**config.mk**
```make
export PLATFORM = sky130hd
export DESIGN_NAME = serial_subtractor
export DESIGN_NICKNAME = d
export VERILOG_FILES = /design/src/rtl/serial_sub_pkg.sv /design/src/rtl/full_subtractor.sv /design/src/rtl/serial_subtractor.sv
export SDC_FILE = /design/constraint.sdc
export NUM_CORES = 1
export LEC_CHECK = 0
export ABC_AREA = 0
export CAP_MARGIN = 10
export CORE_UTILIZATION = 50
export DETAILED_ROUTE_END_ITERATION = 7
export GPL_ROUTABILITY_DRIVEN = 0
export HOLD_SLACK_MARGIN = 0.05
export MAX_ROUTING_LAYER = met4
export PLACE_DENSITY = 0.82
export SETUP_SLACK_MARGIN = 0.15
export SKIP_CTS_REPAIR_TIMING = 1
export SYNTH_ARGS = -nofsm -noshare
export SYNTH_HDL_FRONTEND = slang
export SYNTH_SLANG_ARGS = --single-unit
export TNS_END_PERCENT = 10
```
**constraint.sdc**
```tcl
create_clock -name CLK -period 1.91 [get_ports CLK]
set_input_delay 0.2865 -clock CLK [delete_from_list [all_inputs] [get_ports CLK]]
set_output_delay 0.2865 -clock CLK [all_outputs]
set_load 0.02 [all_outputs]
```
**src/rtl/serial_sub_pkg.sv**
```systemverilog
// rtl/serial_sub_pkg.sv - shared state encoding and default width for the serial subtractor
package serial_sub_pkg;

  localparam int WIDTH_DEFAULT = 4;

  typedef enum logic [1:0] {
    ST_IDLE = 2'd0,
    ST_RUN  = 2'd1,
    ST_DONE = 2'd2
  } state_e;

endpackage

```
**src/rtl/full_subtractor.sv**
```systemverilog
// rtl/full_subtractor.sv - one-bit full subtractor slice (d = a - b - bin)
module full_subtractor (
  input  logic a,
  input  logic b,
  input  logic bin,
  output logic d,
  output logic bout
);

  assign d    = a ^ b ^ bin;
  // Borrow when a=0,b=1, or when a==b and a borrow is already pending.
  assign bout = (~a & b) | (~(a ^ b) & bin);

endmodule

```
**src/rtl/serial_subtractor.sv**
```systemverilog
// rtl/serial_subtractor.sv - bit-serial LSB-first subtractor, one slice plus borrow flop
module serial_subtractor
  import serial_sub_pkg::*;
#(
  parameter int WIDTH = WIDTH_DEFAULT
) (
  input  logic             CLK,
  input  logic             RST_N,
  input  logic             Start,
  input  logic [WIDTH-1:0] A,
  input  logic [WIDTH-1:0] B,
  output logic             Busy,
  output logic             Done,
  output logic [WIDTH-1:0] D,
  output logic             Bout,
  output logic             V
);

  localparam int CNT_W = $clog2(WIDTH + 1);
  localparam logic [CNT_W-1:0] CNT_LAST = CNT_W'(WIDTH - 1);

  state_e           state_q, state_d;
  logic [CNT_W-1:0] cnt_q, cnt_d;
  logic [WIDTH-1:0] sa_q, sa_d;
  logic [WIDTH-1:0] sb_q, sb_d;
  // Only WIDTH-1 result bits are ever stored; the last bit goes straight to D.
  logic [WIDTH-2:0] sd_q, sd_d;
  logic             borrow_q, borrow_d;
  logic             a_msb_q, a_msb_d;
  logic             b_msb_q, b_msb_d;
  logic [WIDTH-1:0] d_q, d_d;
  logic             bout_q, bout_d;
  logic             v_q, v_d;

  logic             slice_d;
  logic             slice_bout;
  logic [WIDTH-1:0] sd_shift;

  full_subtractor u_slice (
    .a    (sa_q[0]),
    .b    (sb_q[0]),
    .bin  (borrow_q),
    .d    (slice_d),
    .bout (slice_bout)
  );

  // Result register after this cycle's bit shifts in at the MSB.
  assign sd_shift = {slice_d, sd_q};

  assign Busy = (state_q == ST_RUN);
  assign Done = (state_q == ST_DONE);
  assign D    = d_q;
  assign Bout = bout_q;
  assign V    = v_q;

  // Next-state and datapath update: capture in IDLE, one bit per RUN cycle.
  always_comb begin
    state_d  = state_q;
    cnt_d    = cnt_q;
    sa_d     = sa_q;
    sb_d     = sb_q;
    sd_d     = sd_q;
    borrow_d = borrow_q;
    a_msb_d  = a_msb_q;
    b_msb_d  = b_msb_q;
    d_d      = d_q;
    bout_d   = bout_q;
    v_d      = v_q;
    case (state_q)
      ST_IDLE: begin
        if (Start) begin
          state_d  = ST_RUN;
          sa_d     = A;
          sb_d     = B;
          a_msb_d  = A[WIDTH-1];
          b_msb_d  = B[WIDTH-1];
          borrow_d = 1'b0;
          cnt_d    = '0;
        end
      end
      ST_RUN: begin
        sa_d     = {1'b0, sa_q[WIDTH-1:1]};
        sb_d     = {1'b0, sb_q[WIDTH-1:1]};
        sd_d     = sd_shift[WIDTH-1:1];
        borrow_d = slice_bout;
        cnt_d    = cnt_q + CNT_W'(1);
        if (cnt_q == CNT_LAST) begin
          state_d = ST_DONE;
          d_d     = sd_shift;
          bout_d  = slice_bout;
          // Operand signs differ and the result sign departs from the minuend.
          v_d     = (a_msb_q ^ b_msb_q) & (slice_d ^ a_msb_q);
        end
      end
      ST_DONE: state_d = ST_IDLE;
      default: state_d = ST_IDLE;
    endcase
  end

  // State and datapath registers; reset aborts any operation immediately.
  always_ff @(posedge CLK or negedge RST_N) begin
    if (!RST_N) begin
      state_q  <= ST_IDLE;
      cnt_q    <= '0;
      sa_q     <= '0;
      sb_q     <= '0;
      sd_q     <= '0;
      borrow_q <= 1'b0;
      a_msb_q  <= 1'b0;
      b_msb_q  <= 1'b0;
      d_q      <= '0;
      bout_q   <= 1'b0;
      v_q      <= 1'b0;
    end else begin
      state_q  <= state_d;
      cnt_q    <= cnt_d;
      sa_q     <= sa_d;
      sb_q     <= sb_d;
      sd_q     <= sd_d;
      borrow_q <= borrow_d;
      a_msb_q  <= a_msb_d;
      b_msb_q  <= b_msb_d;
      d_q      <= d_d;
      bout_q   <= bout_d;
      v_q      <= v_d;
    end
  end

endmodule

```
==> flow_summary.ini, run 1 <==
[floorplan]
core_region_area_um2 = 1960
rows = 16
io_pins = 19
dieArea_um2 = 2290
die_h_um = 47.9
start_util = 0.537
die_w_um = 47.9

[worst_setup_path]
path_max_fanout = 7
cp_data_arrival_time_ps = 1310
r2r-start = sb_q[0]$_DFFE_PN0P_
crit_path_start = state_q[1]$_DFFE_PN0P_
reg2reg_to = V$_DFFE_PN0P_
r2r_slack_ps = 430
end_kind = output port
critPathKind = flip-flop to output port
cp-start-kind = flip-flop
crit_required_ps = 1620
critPathCapture = Busy
ff2ff_path_depth = 5

[route]
avgViaCountPerCell = 5.39
wl_per_cell_um = 13.5
drt_iter0_drc = 22
drtAntennaViolNets = 0
routed_wl_mm = 1.93
drcViolationCount = 0
dr.pass1.iters = 4
num_vias = 771

[final_layout]
diodes = 0
utilization = 0.674
syn_to_final_growth_pct = 25.5
layout.nets = 131
drive_gt1_frac = 0.121
stdcell_area_um2 = 1320

[clock_tree]
cts_tree = done
clk_latency_ps = 300
numCtsBuffers = 3
htreeDepth = 1
root_buffer = clkbuf_4
path_clk_slew_ps = 130
cts_sinks = 25
cts_max_path_buffers = 2

[global_route]
first_global_vias = 735
grt_pass1_wl_mm = 3.09
antenna_found_initial = 0
grt_max_degree = 26
grt.overflow.total = 0
track_usage = 0.202

[power]
p_total_mw = 2.05
power_leakage_nw = 0.632
ir_worst_vdd_uv = 930
p_per_area_nw_per_um2 = 1550

[yosys]
synth-seq-cells = 25
ys_seq_area_frac = 0.594
avgSynthCellArea_um2 = 11.5
netlist_instances = 92
synthTopCellsByArea = dfrtp_1 59%, nand2_1 7.1%, o21ai_0 5.2%
yosysUniqueCellTypes = 20
syn_area_um2 = 1050
synth_top_area_cell = dfrtp_1
synth.top_cell.area_share = 0.594
yosysWarnings = 0
syn_nets = 106

[timing]
min_period_ps = 1600
max_freq_mhz = 626
setup_viol = 0
slew_headroom = 0.797
worst_slew_pin_slew_ps = 305
fin_crit_sh = 0.837
finalMaxSlewViolations = 0
hold_viol = 0
finClkSkew_ps = 4.94
whs_ps = 333
rsz0062_at_grt = no
finalSetupTns_ps = 0

[placed_design]
placed_cell_area_um2 = 1290
port_buffers = 18
hpwl_mm = 1.42

[hold_path]
hold_path_class = primary input to asynchronous set/reset pin

[run]
drv_cap = 0

[outcome]
outcome = completed
[layout make-up]
type / instances / area, um^2
Clock buffer: 3 / 22.5
Inverter: 5 / 18.8
Fill cell: 155 / 639
Multi-Input combinational cell: 59 / 394
Timing Repair Buffer: 23 / 223
Clock inverter: 1 / 5.00
Tap cell: 27 / 33.8
Sequential cell: 25 / 626
[sequential cells by signal, indices dropped and copies added, names as in the netlist, 2 cells and up]
signal / count
D: 4
sa_q: 4
sb_q: 4
cnt_q: 3
sd_q: 3
state_q: 2
[worst min-delay path by stage]
stage | startpoint | to | slack [ps] | cells past startpoint
after global placement | cnt_q[2]$_DFFE_PN0P_ | cnt_q[2]$_DFFE_PN0P_ | 460 | 2
after global routing | RST_N | Bout$_DFFE_PN0P_ | 350 | 2
after CTS | RST_N | cnt_q[2]$_DFFE_PN0P_ | 340 | 2
after detailed placement | cnt_q[2]$_DFFE_PN0P_ | cnt_q[2]$_DFFE_PN0P_ | 470 | 2
final | RST_N | sa_q[3]$_DFFE_PN0P_ | 330 | 2
after floorplan | RST_N | Bout$_DFFE_PN0P_ | -9 | 0
[through the flow]
stage	worst slack, ps	cells
final	312	143
after global routing	201	143
after CTS	-77.2	143
after detailed placement	286	139
after global placement	328	139
after floorplan	573	92
[cells in the final DEF, fill, tap and decap left out, drive strengths merged]
master / count
a21oi: 2
a22o: 3
a22oi: 6
and2b: 1
buf: 5
clkbuf: 3
clkdlybuf4s50: 16
clkinv: 1
dfrtp: 25
dlymetal6s2s: 2
fa: 1
ha: 2
inv: 5
mux2: 6
nand2: 20
nand2b: 1
nand3b: 1
nor2b: 3
nor3b: 1
o21ai: 11
o21bai: 1
[cells by family (layout without fill, tap and decap cells)]
| logic type | count (synthesis) | in the layout | synth area share |
|---|---|---|---|
| simple gates | 27 | 27 | 0.131 |
| buf+inv | 8 | 32 | 0.0321 |
| mux | 6 | 6 | 0.0641 |
| flops | 25 | 25 | 0.594 |
| compound gates | 23 | 23 | 0.137 |
| fa+ha+maj | 3 | 3 | 0.0428 |
[per-layer routing]
| layer | vias to the layer above | part of all wire | track usage |
|---|---|---|---|
| li1 | 369 | - | - |
| met4 | 0 | 0 | 0.0611 |
| met1 | 387 | 0.46 | 0.255 |
| met2 | 15 | 0.51 | 0.332 |
| met3 | 0 | 0.029 | 0.0340 |
| met5 | - | 0 | - |
[worst max-delay path, stage by stage, from the launching register on]
cell and delay (ps):
dfrtp_1 390, nand2b_1 250, inv_2 130, dlymetal6s2s_1 230
[synthesized netlist by cell type]
master and instances:
a22oi_1 6, nor2b_2 1, and2b_1 1, mux2_1 4
o21ai_0 11, buf_2 3, dfrtp_1 25, o21bai_1 1
nand2_1 20, nand2b_1 1, ha_1 2, nand3b_4 1
inv_2 1, nor3b_1 1, a21oi_1 2, fa_1 1
a22o_1 3, mux2_2 2, nor2b_1 2, inv_1 4
[where the power goes]
group          switching, mW  internal (mW)
Sequential             0.126          0.756
Clock                  0.145         0.0780
Combinational          0.504          0.438
Total                  0.776           1.27
No activity file was read; power rests on OpenSTA's default activity.
==> run 2, diff against run 1 <==
==> constraint.sdc (replaced) <==
create_clock -name CLK -period 1.6 [get_ports CLK]
set_input_delay 0.24 -clock CLK [delete_from_list [all_inputs] [get_ports CLK]]
set_output_delay 0.24 -clock CLK [all_outputs]
set_load 0.02 [all_outputs]
==> flow_summary.ini, run 2 (synthesized netlist as in run 1, its figures left out) <==
[placed_design]
place_inst = 142
hpwl_mm = 1.53
placed_cell_area_um2 = 1310
port_buffers = 18

[final_layout]
stdcell_count = 146
final_cell_mix = 25 x dfrtp_1, 20 x nand2_1, 15 x clkdlybuf4s50_1
diodes = 0
seqCellArea_um2 = 626
final_common_cell = dfrtp_1
nFillCells = 168
layout.nets = 134
drive_gt1_frac = 0.143
multi_input_area_um2 = 397
syn_to_final_growth_pct = 28.0
stdcell_area_um2 = 1350

[timing]
finalSetupTns_ps = 0
setup_viol = 0
hold_viol = 0
slew_headroom = 0.796
worst_slew_pin_slew_ps = 306
min_period_ps = 1530
rsz0062_at_grt = yes
finalMaxSlewViolations = 0
fin_crit_sh = 0.956
finClkSkew_ps = 1.20
max_freq_mhz = 653

[clock_tree]
clk_latency_ps = 310
cts_max_path_buffers = 2
cts_tree = done
root_buffer = clkbuf_4
htreeDepth = 1
numCtsBuffers = 3
path_clk_slew_ps = 120
cts_sinks = 25

[floorplan]
dieArea_um2 = 2290
die_h_um = 47.9
start_util = 0.537
core_region_area_um2 = 1960
io_pins = 19
die_w_um = 47.9
rows = 16

[worst_setup_path]
crit_chain = clkdlybuf4s50_1
r2r-start = sb_q[0]$_DFFE_PN0P_
cpMaxStageDelayCell = clkdlybuf4s50_1
cp-start-kind = flip-flop
crit_family = buffers and inverters
critPathBufInv = 1
path_max_fanout = 2
crit_path_start = D[1]$_DFFE_PN0P_
max_stage_delay_ps = 610
cp_data_arrival_time_ps = 1290
crit_required_ps = 1360
critPathKind = flip-flop to output port
end_kind = output port

[route]
routed_wl_mm = 1.96
drcViolationCount = 0
num_vias = 764
drtAntennaViolNets = 0
dr.pass1.iters = 4
wl_per_cell_um = 13.4
drt_iter0_drc = 10
avgViaCountPerCell = 5.23

[global_route]
use_met2 = 0.354
grt_max_degree = 26
use_met1 = 0.218
use_met3 = 0.0340
grt_pass1_wl_mm = 2.95
grt.overflow.total = 0
first_global_vias = 698
antenna_found_initial = 0
track_usage = 0.200
top_usage_layer = met2

[power]
ir_worst_vdd_uv = 1010
power_leakage_nw = 0.655
p_per_area_nw_per_um2 = 1880
p_total_mw = 2.53

[run]
drv_cap = 0

[outcome]
outcome = completed

[hold_path]
hold_path_class = primary input to asynchronous set/reset pin
[run 2: metrics by stage]
step / util / hold slack, ps / setup WS [ps]
global placement: 0.669 / 455 / 89.9
finish: 0.688 / 262 / 69.8
floorplan: - / -55.6 / 263
global route: 0.688 / 293 / 2.90
CTS: 0.682 / 272 / -215
detailed placement: 0.669 / 466 / 48.0
[run 2: worst paths after layout]
kind,endpoint,slack [ps],cells after the start
max,D[1],70,1
min,sa_q[2]$_DFFE_PN0P_,260,2
max reg2reg,V$_DFFE_PN0P_,120,5
min reg2reg,Bout$_DFFE_PN0P_,490,2
max in group asynchronous,cnt_q[1]$_DFFE_PN0P_,1110,2
min in group CLK,Bout$_DFFE_PN0P_,490,2
[run 2: area by class of cell]
cell class                      instances  share of cell area
Clock buffer                            4              0.0195
Multi-Input combinational cell         59               0.294
Tap cell                               27              0.0250
Sequential cell                        25               0.464
Inverter                                5              0.0139
Timing Repair Buffer                   26               0.184
[run 2: worst register-to-register path, cell delays in order (launching register included)]
cell and delay (ps):
dfrtp_1 380, inv_1 70, fa_2 610, nor2b_1 150, a21oi_1 80, o21ai_1 130
[run 2: routing by layer]
| layer | vias to the layer above | wire [um] |
|---|---|---|
| met2 | 16 | 1030 |
| met1 | 373 | 829 |
| met5 | - | 0 |
| met4 | 0 | 38 |
| li1 | 371 | - |
| met3 | 4 | 63 |
[run 2: where the power goes]
group / leakage (nW) / total [mW] / internal [mW] / switching, mW
clock: 0.0150 / 0.276 / 0.0976 / 0.178
sequential: 0.318 / 1.07 / 0.902 / 0.167
combinational: 0.322 / 1.19 / 0.582 / 0.606
==> run 3, diff against run 2 <==
--- a/config.mk
+++ b/config.mk
@@ -8,6 +8,7 @@
 export ABC_AREA = 0
 export CAP_MARGIN = 10
 export CORE_UTILIZATION = 50
+export CTS_CLUSTER_SIZE = 25
 export DETAILED_ROUTE_END_ITERATION = 7
 export GPL_ROUTABILITY_DRIVEN = 0
 export HOLD_SLACK_MARGIN = 0.05
==> results of run 3 <==
Same layout as run 2: the final DEF is identical, and so are final timing and power.
